## src/rtl/bounce_gen.sv

```systemverilog
// Contact-bounce emulator: after each change of the commanded level the output chatters
// pseudo-randomly (seeded 16-bit Galois LFSR) for a bounded time, then settles on the target.
module bounce_gen #(
  parameter logic        INIT_LEVEL = 1'b0,
  parameter logic [15:0] SEED       = 16'hACE1,
  parameter int unsigned WAIT_BITS  = 10,
  parameter int unsigned CNT_BITS   = 3
) (
  input  logic clk,
  input  logic rst,
  input  logic level_i,
  input  logic bounce_en,
  output logic signal_o,
  output logic busy_o,
  output logic done_o
);

  localparam logic [0:0]  ST_IDLE   = 1'b0;
  localparam logic [0:0]  ST_BOUNCE = 1'b1;
  localparam logic [15:0] LFSR_MASK = 16'hB400;
  // An all-zero seed would lock the LFSR.
  localparam logic [15:0] LFSR_INIT = (SEED == 16'h0000) ? 16'h0001 : SEED;
  localparam logic [WAIT_BITS:0]  WAIT_ONE = (WAIT_BITS + 1)'(1);
  localparam logic [CNT_BITS-1:0] CNT_ONE  = CNT_BITS'(1);

  logic [0:0]          r_state;
  logic                r_target;
  logic                r_signal;
  logic                r_busy;
  logic                r_done;
  logic [CNT_BITS-1:0] r_toggles;
  logic [WAIT_BITS:0]  r_wait;
  logic [15:0]         r_lfsr;

  logic [0:0]          w_state_nxt;
  logic                w_target_nxt;
  logic                w_signal_nxt;
  logic                w_busy_nxt;
  logic                w_done_nxt;
  logic [CNT_BITS-1:0] w_toggles_nxt;
  logic [WAIT_BITS:0]  w_wait_nxt;
  logic [15:0]         w_lfsr_nxt;
  logic [WAIT_BITS:0]  w_gap;
  logic [CNT_BITS-1:0] w_kick;

  // Draws use the pre-advance LFSR value of the cycle they are loaded in.
  assign w_gap      = {1'b0, r_lfsr[WAIT_BITS-1:0]} + WAIT_ONE;
  assign w_kick     = r_lfsr[15 -: CNT_BITS];
  assign w_lfsr_nxt = {1'b0, r_lfsr[15:1]} ^ (r_lfsr[0] ? LFSR_MASK : 16'h0000);

  always_comb begin
    w_state_nxt   = r_state;
    w_target_nxt  = r_target;
    w_signal_nxt  = r_signal;
    w_busy_nxt    = r_busy;
    w_done_nxt    = 1'b0;
    w_toggles_nxt = r_toggles;
    w_wait_nxt    = r_wait;
    case (r_state)
      ST_IDLE: begin
        if (level_i != r_target) begin
          w_target_nxt = level_i;
          w_signal_nxt = level_i;
          if (bounce_en) begin
            w_toggles_nxt = w_kick;
            w_wait_nxt    = w_gap;
            w_busy_nxt    = 1'b1;
            w_state_nxt   = ST_BOUNCE;
          end else begin
            w_done_nxt = 1'b1;
          end
        end
      end
      ST_BOUNCE: begin
        if (r_wait == WAIT_ONE) begin
          if (r_toggles != '0) begin
            w_signal_nxt  = ~r_signal;
            w_toggles_nxt = r_toggles - CNT_ONE;
            w_wait_nxt    = w_gap;
          end else begin
            // Settling assignment; only an edge when the toggle count was odd.
            w_signal_nxt = r_target;
            w_done_nxt   = 1'b1;
            w_busy_nxt   = 1'b0;
            w_wait_nxt   = '0;
            w_state_nxt  = ST_IDLE;
          end
        end else begin
          w_wait_nxt = r_wait - WAIT_ONE;
        end
      end
      default: begin
        w_state_nxt = ST_IDLE;
        w_busy_nxt  = 1'b0;
      end
    endcase
  end

  always_ff @(posedge clk or posedge rst) begin
    if (rst) begin
      r_state   <= ST_IDLE;
      r_target  <= INIT_LEVEL;
      r_signal  <= INIT_LEVEL;
      r_busy    <= 1'b0;
      r_done    <= 1'b0;
      r_toggles <= '0;
      r_wait    <= '0;
      r_lfsr    <= LFSR_INIT;
    end else begin
      r_state   <= w_state_nxt;
      r_target  <= w_target_nxt;
      r_signal  <= w_signal_nxt;
      r_busy    <= w_busy_nxt;
      r_done    <= w_done_nxt;
      r_toggles <= w_toggles_nxt;
      r_wait    <= w_wait_nxt;
      r_lfsr    <= w_lfsr_nxt;
    end
  end

  assign signal_o = r_signal;
  assign busy_o   = r_busy;
  assign done_o   = r_done;

endmodule
```

## config.mk

```make
export PLATFORM = sky130hd
export DESIGN_NAME = bounce_gen
export DESIGN_NICKNAME = d
export VERILOG_FILES = /design/src/rtl/bounce_gen.sv
export SDC_FILE = /design/constraint.sdc
export NUM_CORES = 1
export LEC_CHECK = 0
export CAP_MARGIN = 20
export CORE_UTILIZATION = 60
export DETAILED_ROUTE_END_ITERATION = 8
export GPL_ROUTABILITY_DRIVEN = 0
export PLACE_DENSITY = 0.83
export SLEW_MARGIN = 10
export SYNTH_ARGS = -nofsm -noshare
export SYNTH_HDL_FRONTEND = slang
export SYNTH_SLANG_ARGS = --single-unit
```

## constraint.sdc

```tcl
create_clock -name clk -period 2.35 [get_ports clk]
set_clock_uncertainty 0.05 [all_clocks]
set_input_delay 0.47 -clock clk [delete_from_list [all_inputs] [get_ports clk]]
set_output_delay 0.47 -clock clk [all_outputs]
set_load 0.005 [all_outputs]
```

Word-level counts from Yosys, hierarchy flattened:

Cells that the tools add are included.

* $add $sub $neg: 3
* eq/ne operators: 7
* multiplexer cells: 30
* bitwise operators: 3
* reductions and logical operators: 6

Operators by type and width (number)
* 2-to-1 mux 11 bit: 4
* one-hot mux 11 bit (2 select lines): 1
* 2-to-1 mux 16 bit: 1
* XOR 15 x 16 -> 16 bit: 1
* 2-to-1 mux 1 bit: 15
* 2-to-1 mux 3 bit: 4
* adder 10 x 1 -> 11 bit, second input constant: 1
* equality test 11 x 1 -> 1 bit, second input constant: 1
* subtractor 11 x 1 -> 11 bit, second input constant: 1
* one-hot mux 1 bit (2 select lines): 4
* AND reduction 4 bit: 2
* != test 2 bit, second input constant: 3
* one-hot mux 3 bit (2 select lines): 1
* AND reduction 2 bit: 3
* != test 2 x 1 -> 1 bit, second input constant: 2
* nonzero test 3 bit: 1
* subtractor 3 x 1 -> 3 bit, second input constant: 1
* inverter 1 bit: 2
* != test 1 bit: 1

* bits in registers: 35
* input port bits: 4
* output and inout bits: 3

Longest topological paths before layout:

Gate-level depths: netlist of the first run.

* depth in word-level cells: 4
* mapped depth: 8

Worst setup path before layout of the first run:

OpenSTA, ideal clock, no wires.

* path kind: flip-flop to flip-flop
* start point: register r_wait[1]
* end point: register r_signal, in the netlist signal_o
* arrival: 1.763 ns
* data required time: 2.163 ns
* path slack: 0.400 ns
* stages on the path, launching flop included: 8
* path buffers: 0
* clock period less this slack: 1.950 ns
* cells stage by stage: dfrtp_1 -> inv_1 -> ha_1 -> nor3b_1 -> and3_4 -> mux2_1 -> a31oi_1 -> a21oi_1

* cells in the longest elaborated chain, start to end: 3

Ends and longest elaborated chain
* start: declaration: line 32 `logic [WAIT_BITS:0] r_wait;`
* start signal: assignment: line 116 `r_wait <= w_wait_nxt;`
* equality test 11 x 1 -> 1 bit: line 75 `if (r_wait == WAIT_ONE) begin`
* != test 2 x 1 -> 1 bit (no source line)
* AND reduction 2 bit (no source line)
* end signal: assignment: line 112 `r_signal <= w_signal_nxt;`
* end: declaration: line 28 `logic r_signal;`

Every way passes these cells.
A chain may end at the register's enable or synchronous reset.

Worst setup path after layout of the first run:

Ends and elaborated chain as after synthesis.

==> impl_results.md, run 1 <==
- Status: completed
- Final Cycle Share: 0.947
- Post-synth ARST share: 1.00
- Endpoint type of the worst setup path: flip-flop
- Total core area: 0.00303 mm^2
- Worst path arrival time: 2.38 ns
- GRT overflow: 0
- Worst-Margin Slew: 0.717 ns
- CP max-delay cell: dfrtp_1
- Hold Buf Count CTS: 0
- RSZ-0062 raised after global routing: no
- Via density: 5.86
- Filler instances: 238
- Area post-placement: 0.00201 mm^2
- DR WL/cell: 15.3 um
- Fin Hold WS: 0.345 ns
- Pins over their slew limit: 0
- Final Net Count: 217
- Post-Synth Adder-Cell Area: 0.0381
- Max stage delay on crit path: 0.45 ns
- Post-Synth XOR/XNOR Area: 0.0828
- Worst-path clk slew: 0.11 ns
- Crit Path Category: reg2reg
- Routed wire length: 3880 um
- Rows: 20
- FF+latch count, synth: 35
- Simple-gate share of the synthesized area: 0.198
- FF-to-FF End: signal_o
- Fmax: 0.449 GHz
- Pleak: 0.000884 uW
- Post-synthesis mux area share: 0.0283
- Synth unique cells: 49
- Crit path time final: 2.23 ns
- Top cell type's share of synthesized area: 0.355
- Post-Layout Inst Area: 0.00207 mm^2
- Post-synthesis compound-gate area fraction: 0.146
- Die Wd: 58.3 um
- Buffers added on ports: 6
- EDFF count, synth: 0
- CTS root buf: clkbuf_4
- Clk sink count: 35
- Num ports: 7
- Crit path launch: r_wait[1]
- # Post-CTS Setup Buffers: 0
- Worst R2R Setup Slack: 0.12 ns
- Hold Path End: r_lfsr[5]
- HP Start: r_lfsr[6]
- Hold Fails Final Rpt: 0
- Post-CTS Resized: 0
- Worst r2r src: r_wait[1]
- Syn Std Cell Area: 0.00190 mm^2
- Vias in the first global route: 1,466
- Hold path depth: 0
- Cells after Synth: 198
- Largest net degree at the start of global routing: 36
- Max_cap viols: 0
- Dpl hpwl: 2780 um
- Top cell type by total area after synthesis: dfrtp_1
- Worst-path maximum fanout: 13
- Antenna violations before repair: 0
- Critical-path cell list: inv_1 -> ha_1 -> nor3b_1 -> and3_4 -> mux2_1 -> a31oi_1 -> a21oi_1
- Worst-skew pair later-pin latency: 0.35 ns
- DRC Markers: 0
- Post-route ant nets: 0
- First-pass GRT wire length: 6940 um
- Synth top area cells: dfrtp_1, dfstp_2, xor2_1
- Multi-input logic area: 938 um^2
- Starting density of the core: 0.629
- Antenna diode instance count: 0
- Most frequent cells in the layout: dfrtp_1, nand2_1, nor2_1, a21oi_1, xor2_1
- H-Tree Depth: 2
- TritonRoute pass-1 iters: 5
- PwrDens: 992 mW/mm^2
- Syn_area_per_cell: 9.62 um^2
- Worst Reg-to-Reg Cells: 7
- Final setup fails: 0
- Critical Path Start Type: flip-flop
- DIE HEIGHT: 58.3 um
- CTS buffer count: 5
- Layout area overhead: 8.94%
- CTS tree: done
- Mapped Nets: 207
- Via count: 1,483
- Ys Warns: 0
- Worst vdd ir: 597 uV
- Max-slew headroom: 0.522
- Reg area: 886 um^2
- Commonest non-fill, non-tap cell in the layout: dfrtp_1
- Share of cells above drive strength 1: 0.134
- Total global-route track usage: 0.283
- CTS max path bufs: 2
- Setup TNS: 0 ns
- Largest family of logic cells by synthesized area: simple AND/OR/NAND/NOR gates
- Register area share after synthesis: 0.465
- Most used DFF post-synth: dfrtp_1
- Min-Delay Path Class: reg2reg
- 1st-iter DRT viols: 101
- CP required: 2.51 ns
- Die ar.: 0.00340 mm^2
==> logic make-up (layout without fill, tap and decap cells) <==
| family | after synthesis | in the layout |
|---|---|---|
| fa+ha+maj | 6 | 6 |
| mux | 5 | 5 |
| xor+xnor | 18 | 18 |
| simple gates | 74 | 74 |
| compound gates | 44 | 44 |
| buf+inv | 16 | 27 |
| flops | 35 | 35 |
==> layout make-up <==
type,count,share of cell area
Inverter,8,0.0145
Tap cell,44,0.0265
Sequential cell,35,0.427
Timing Repair Buffer,11,0.0470
Clock inverter,2,0.00784
Multi-Input combinational cell,147,0.452
Clock buffer,6,0.0247
==> synthesized netlist by cell type (2+ instances only) <==
cell type and number:
a211oi_1 4, a21o_1 2, a21oi_1 13, a31oi_1 2
and3_1 2, buf_6 2, clkbuf_1 3, dfrtp_1 27
dfstp_2 8, ha_1 5, inv_1 8, mux2_1 2
mux2i_1 2, nand2_1 23, nand3_1 6, nor2_1 23
nor3_1 4, nor3b_1 2, nor4_1 2, o211ai_1 2
o21ai_0 3, o21ai_1 8, o22ai_1 3, xnor2_1 8
xor2_1 10
==> layer usage <==
layer / track usage / part of all wire / routed length, um
met5: 0 / 0 / 0
met4: 0.167 / 0.018 / 71
met3: 0.0462 / 0.065 / 253
met2: 0.427 / 0.48 / 1880
met1: 0.389 / 0.43 / 1680
==> power breakdown <==
part	total, uW	internal (uW)	switching, uW
registers	941	743	199
clock network	359	147	212
logic	757	368	389
==> sequential cells by signal, summed over array words and instances, names as in the netlist <==
| name | flops |
|---|---|
| r_wait | 11 |
| done_o | 1 |
| r_toggles | 3 |
| r_state | 1 |
| r_lfsr | 16 |
| r_target | 1 |
| signal_o | 1 |
| busy_o | 1 |
==> stage by stage <==
step                      total power, uW  cells   util  setup slack (ns)
after floorplan                      1490    198      -             0.400
after global placement               1640    245  0.663             0.284
after detailed placement             1700    245  0.663             0.178
after CTS                            2070    253  0.685             0.145
after global routing                 2220    253  0.685           0.00244
final                                2060    253  0.685             0.124
==> worst max-delay path by stage <==
stage / slack (ns) / to / cells past startpoint
floorplan: 0.40 / signal_o / 7
global placement: 0.28 / r_wait[6] / 6
detailed placement: 0.18 / signal_o / 7
CTS: 0.14 / signal_o / 7
global route: 0.002 / signal_o / 7
finish: 0.12 / signal_o / 7
==> critical path, delay by kind of cell (launching register included) <==
kind,cells,cell delay (ns)
buffers and inverters,1,0.10
muxes,1,0.36
adders and majority gates,1,0.19
AOI/OAI and AO/OA,2,0.27
DFF,1,0.45
and+or+nand+nor,2,0.66
Note: power is estimated with default switching activity, not from simulation.
==> run 2: changes to the inputs <==
PLACE_DENSITY = default   (was 0.83)
PLACE_DENSITY_LB_ADDON = 0.15   (was default)
==> impl_results.md, run 2 (synthesized netlist as in run 1, its figures left out) <==
- Status: completed (unchanged)
- Clk sink count: 35 (unchanged)
- Die Wd: 58.3 um (unchanged)
- HP Start: r_lfsr[12] (was r_lfsr[6])
- Max-slew headroom: 0.687 (was 0.522)
- CTS buffer count: 5 (unchanged)
- Final Cycle Share: 0.888 (was 0.947)
- CTS tree: done (unchanged)
- CP required: 2.57 ns (was 2.51 ns)
- Final setup fails: 0 (unchanged)
- Number of instances in the placed design: 246 (was 245)
- Post-route ant nets: 0 (unchanged)
- Total global-route track usage: 0.248 (was 0.283)
- Crit Path Category: reg2reg (unchanged)
- First-pass GRT wire length: 6290 um (was 6940 um)
- # Post-CTS Setup Buffers: 0 (unchanged)
- Total core area: 0.00303 mm^2 (unchanged)
- CTS max path bufs: 2 (unchanged)
- DRC Markers: 0 (unchanged)
- Worst vdd ir: 535 uV (was 597 uV)
- Met3 global-route usage: 0.0527 (was 0.0462)
- Post-CTS Resized: 0 (unchanged)
- Int Pwr: 1230 uW (was 1260 uW)
- Die ar.: 0.00340 mm^2 (unchanged)
- Setup TNS: 0 ns (unchanged)
- Power Total: 2000 uW (was 2060 uW)
- Worst-path maximum fanout: 12 (was 13)
- Most frequent cells in the layout: dfrtp_1, nand2_1, nor2_1, a21oi_1, xor2_1 (unchanged)
- Num ports: 7 (unchanged)
- Area post-placement: 0.00201 mm^2 (about the same)
- Max reg flops: 16 (unchanged)
- Via count: 1,464 (was 1,483)
- Largest registers: r_lfsr x16, r_wait x11, r_toggles x3 (unchanged)
- Antenna violations before repair: 0 (unchanged)
- Hold Path End: r_lfsr[11] (was r_lfsr[5])
- Logic pwr share: 0.375 (was 0.368)
- Final Net Count: 218 (was 217)
- Rows: 20 (unchanged)
- Clk network pwr share: 0.155 (was 0.174)
- Fmax: 0.479 GHz (was 0.449 GHz)
- Sw Share: 0.385 (was 0.389)
- Worst Reg-to-Reg Cells: 7 (unchanged)
- Via density: 5.76 (was 5.86)
- Crit path time final: 2.09 ns (was 2.23 ns)
- Biggest register: r_lfsr (unchanged)
- Routed wire length: 3690 um (was 3880 um)
- Busiest grt layer: met2 (unchanged)
- Worst-skew pair later-pin latency: 0.33 ns (was 0.35 ns)
- Post-Layout Inst Area: 0.00207 mm^2 (about the same)
- GRT overflow: 0 (unchanged)
- Layout area overhead: 8.61% (was 8.94%)
- Max_cap viols: 0 (unchanged)
- Fin Hold WS: 0.311 ns (was 0.345 ns)
- Min-Delay Path Class: reg2reg (unchanged)
- GRT met1 Usage: 0.338 (was 0.389)
- Buffers added on ports: 6 (unchanged)
- DR WL/cell: 14.5 um (was 15.3 um)
- PwrDens: 965 mW/mm^2 (was 992 mW/mm^2)
- Antenna diode instance count: 0 (unchanged)
- FF-to-FF End: r_wait[9] (was signal_o)
- TritonRoute pass-1 iters: 4 (was 5)
- Worst-path clk slew: 0.11 ns (about the same)
- Pins over their slew limit: 0 (unchanged)
- Worst r2r src: r_wait[1] (unchanged)
- H-Tree Depth: 2 (unchanged)
- M2 GR Usage: 0.389 (was 0.427)
- Dpl hpwl: 2650 um (was 2780 um)
- Share of cells above drive strength 1: 0.133 (was 0.134)
- 1st-iter DRT viols: 77 (was 101)
- Worst R2R Setup Slack: 0.26 ns (was 0.12 ns)
- Worst path arrival time: 2.30 ns (was 2.38 ns)
- CTS root buf: clkbuf_4 (unchanged)
- Hold Fails Final Rpt: 0 (unchanged)
- Vias in the first global route: 1,409 (was 1,466)
- Finished Layout Cells: 254 (was 253)
- DIE HEIGHT: 58.3 um (unchanged)
- Hold Buf Count CTS: 0 (unchanged)
- Endpoint type of the worst setup path: flip-flop (unchanged)
- RSZ-0062 raised after global routing: no (unchanged)
- Critical Path Start Type: flip-flop (unchanged)
- Starting density of the core: 0.629 (unchanged)
- NetSw: 768 uW (was 800 uW)
- Commonest non-fill, non-tap cell in the layout: dfrtp_1 (unchanged)
- Sequential share of power: 0.470 (was 0.458)
- Pleak: 0.000883 uW (was 0.000884 uW)
- Hold path depth: 0 (unchanged)
- Worst-Margin Slew: 0.468 ns (was 0.717 ns)
- Largest net degree at the start of global routing: 36 (unchanged)
[run 2: cell count changes in the layout (fill, tap and decap cells not counted)]
cell,before,now
clkinv_4,1,0
clkbuf_8,1,0
buf_4,5,6
clkinv_2,0,1
clkbuf_1,0,1
[run 2: power by group through the flow]
stage | Clock [uW] | Combinational, uW | Sequential [uW]
final | 309 | 749 | 939
after global routing | 343 | 851 | 961
after CTS | 322 | 753 | 933
after detailed placement | 0 | 749 | 945
after global placement | 0 | 712 | 933
after floorplan | 0 | 590 | 900
[run 2: worst max-delay path, cell delays in order (launching register included)]
cell and delay, ns:
dfrtp_1 0.44, inv_1 0.10, ha_1 0.19, nor3b_1 0.27, buf_4 0.17, nand4_2 0.33
o211ai_1 0.29, o311a_1 0.19
[run 2: worst max-delay path by stage]
stage	from	to	slack (ns)	cells after the start
after global routing	r_wait[1]	r_wait[9]	0.07	7
after global placement	level_i	r_wait[6]	0.29	6
final	r_wait[1]	r_wait[9]	0.26	7
after detailed placement	level_i	r_wait[6]	0.18	6
after floorplan	r_wait[1]	signal_o	0.40	7
after CTS	r_wait[1]	r_wait[9]	0.27	7
[run 2: cell type report]
cell class | instances | area [um^2]
inverters | 8 | 30.0
repair buffers | 12 | 105
fillers | 243 | 960
clock buffers | 6 | 41.3
clock inverters | 2 | 12.5
well taps | 44 | 55.1
multi-input cells | 147 | 938
flip-flops and latches | 35 | 886
[run 2: stage by stage]
step           worst slack (ns)   util
2_1_floorplan             0.400      -
3_3_place_gp              0.291  0.665
3_5_place_dp              0.183  0.665
4_1_cts                   0.268  0.683
5_1_grt                  0.0690  0.683
6_report                  0.263  0.683
[run 2: metal layers]
| metal | up-vias | routed length, um |
|---|---|---|
| li1 | 711 | - |
| met1 | 707 | 1640 |
| met2 | 39 | 1800 |
| met3 | 7 | 182 |
| met4 | 0 | 65 |
| met5 | - | 0 |
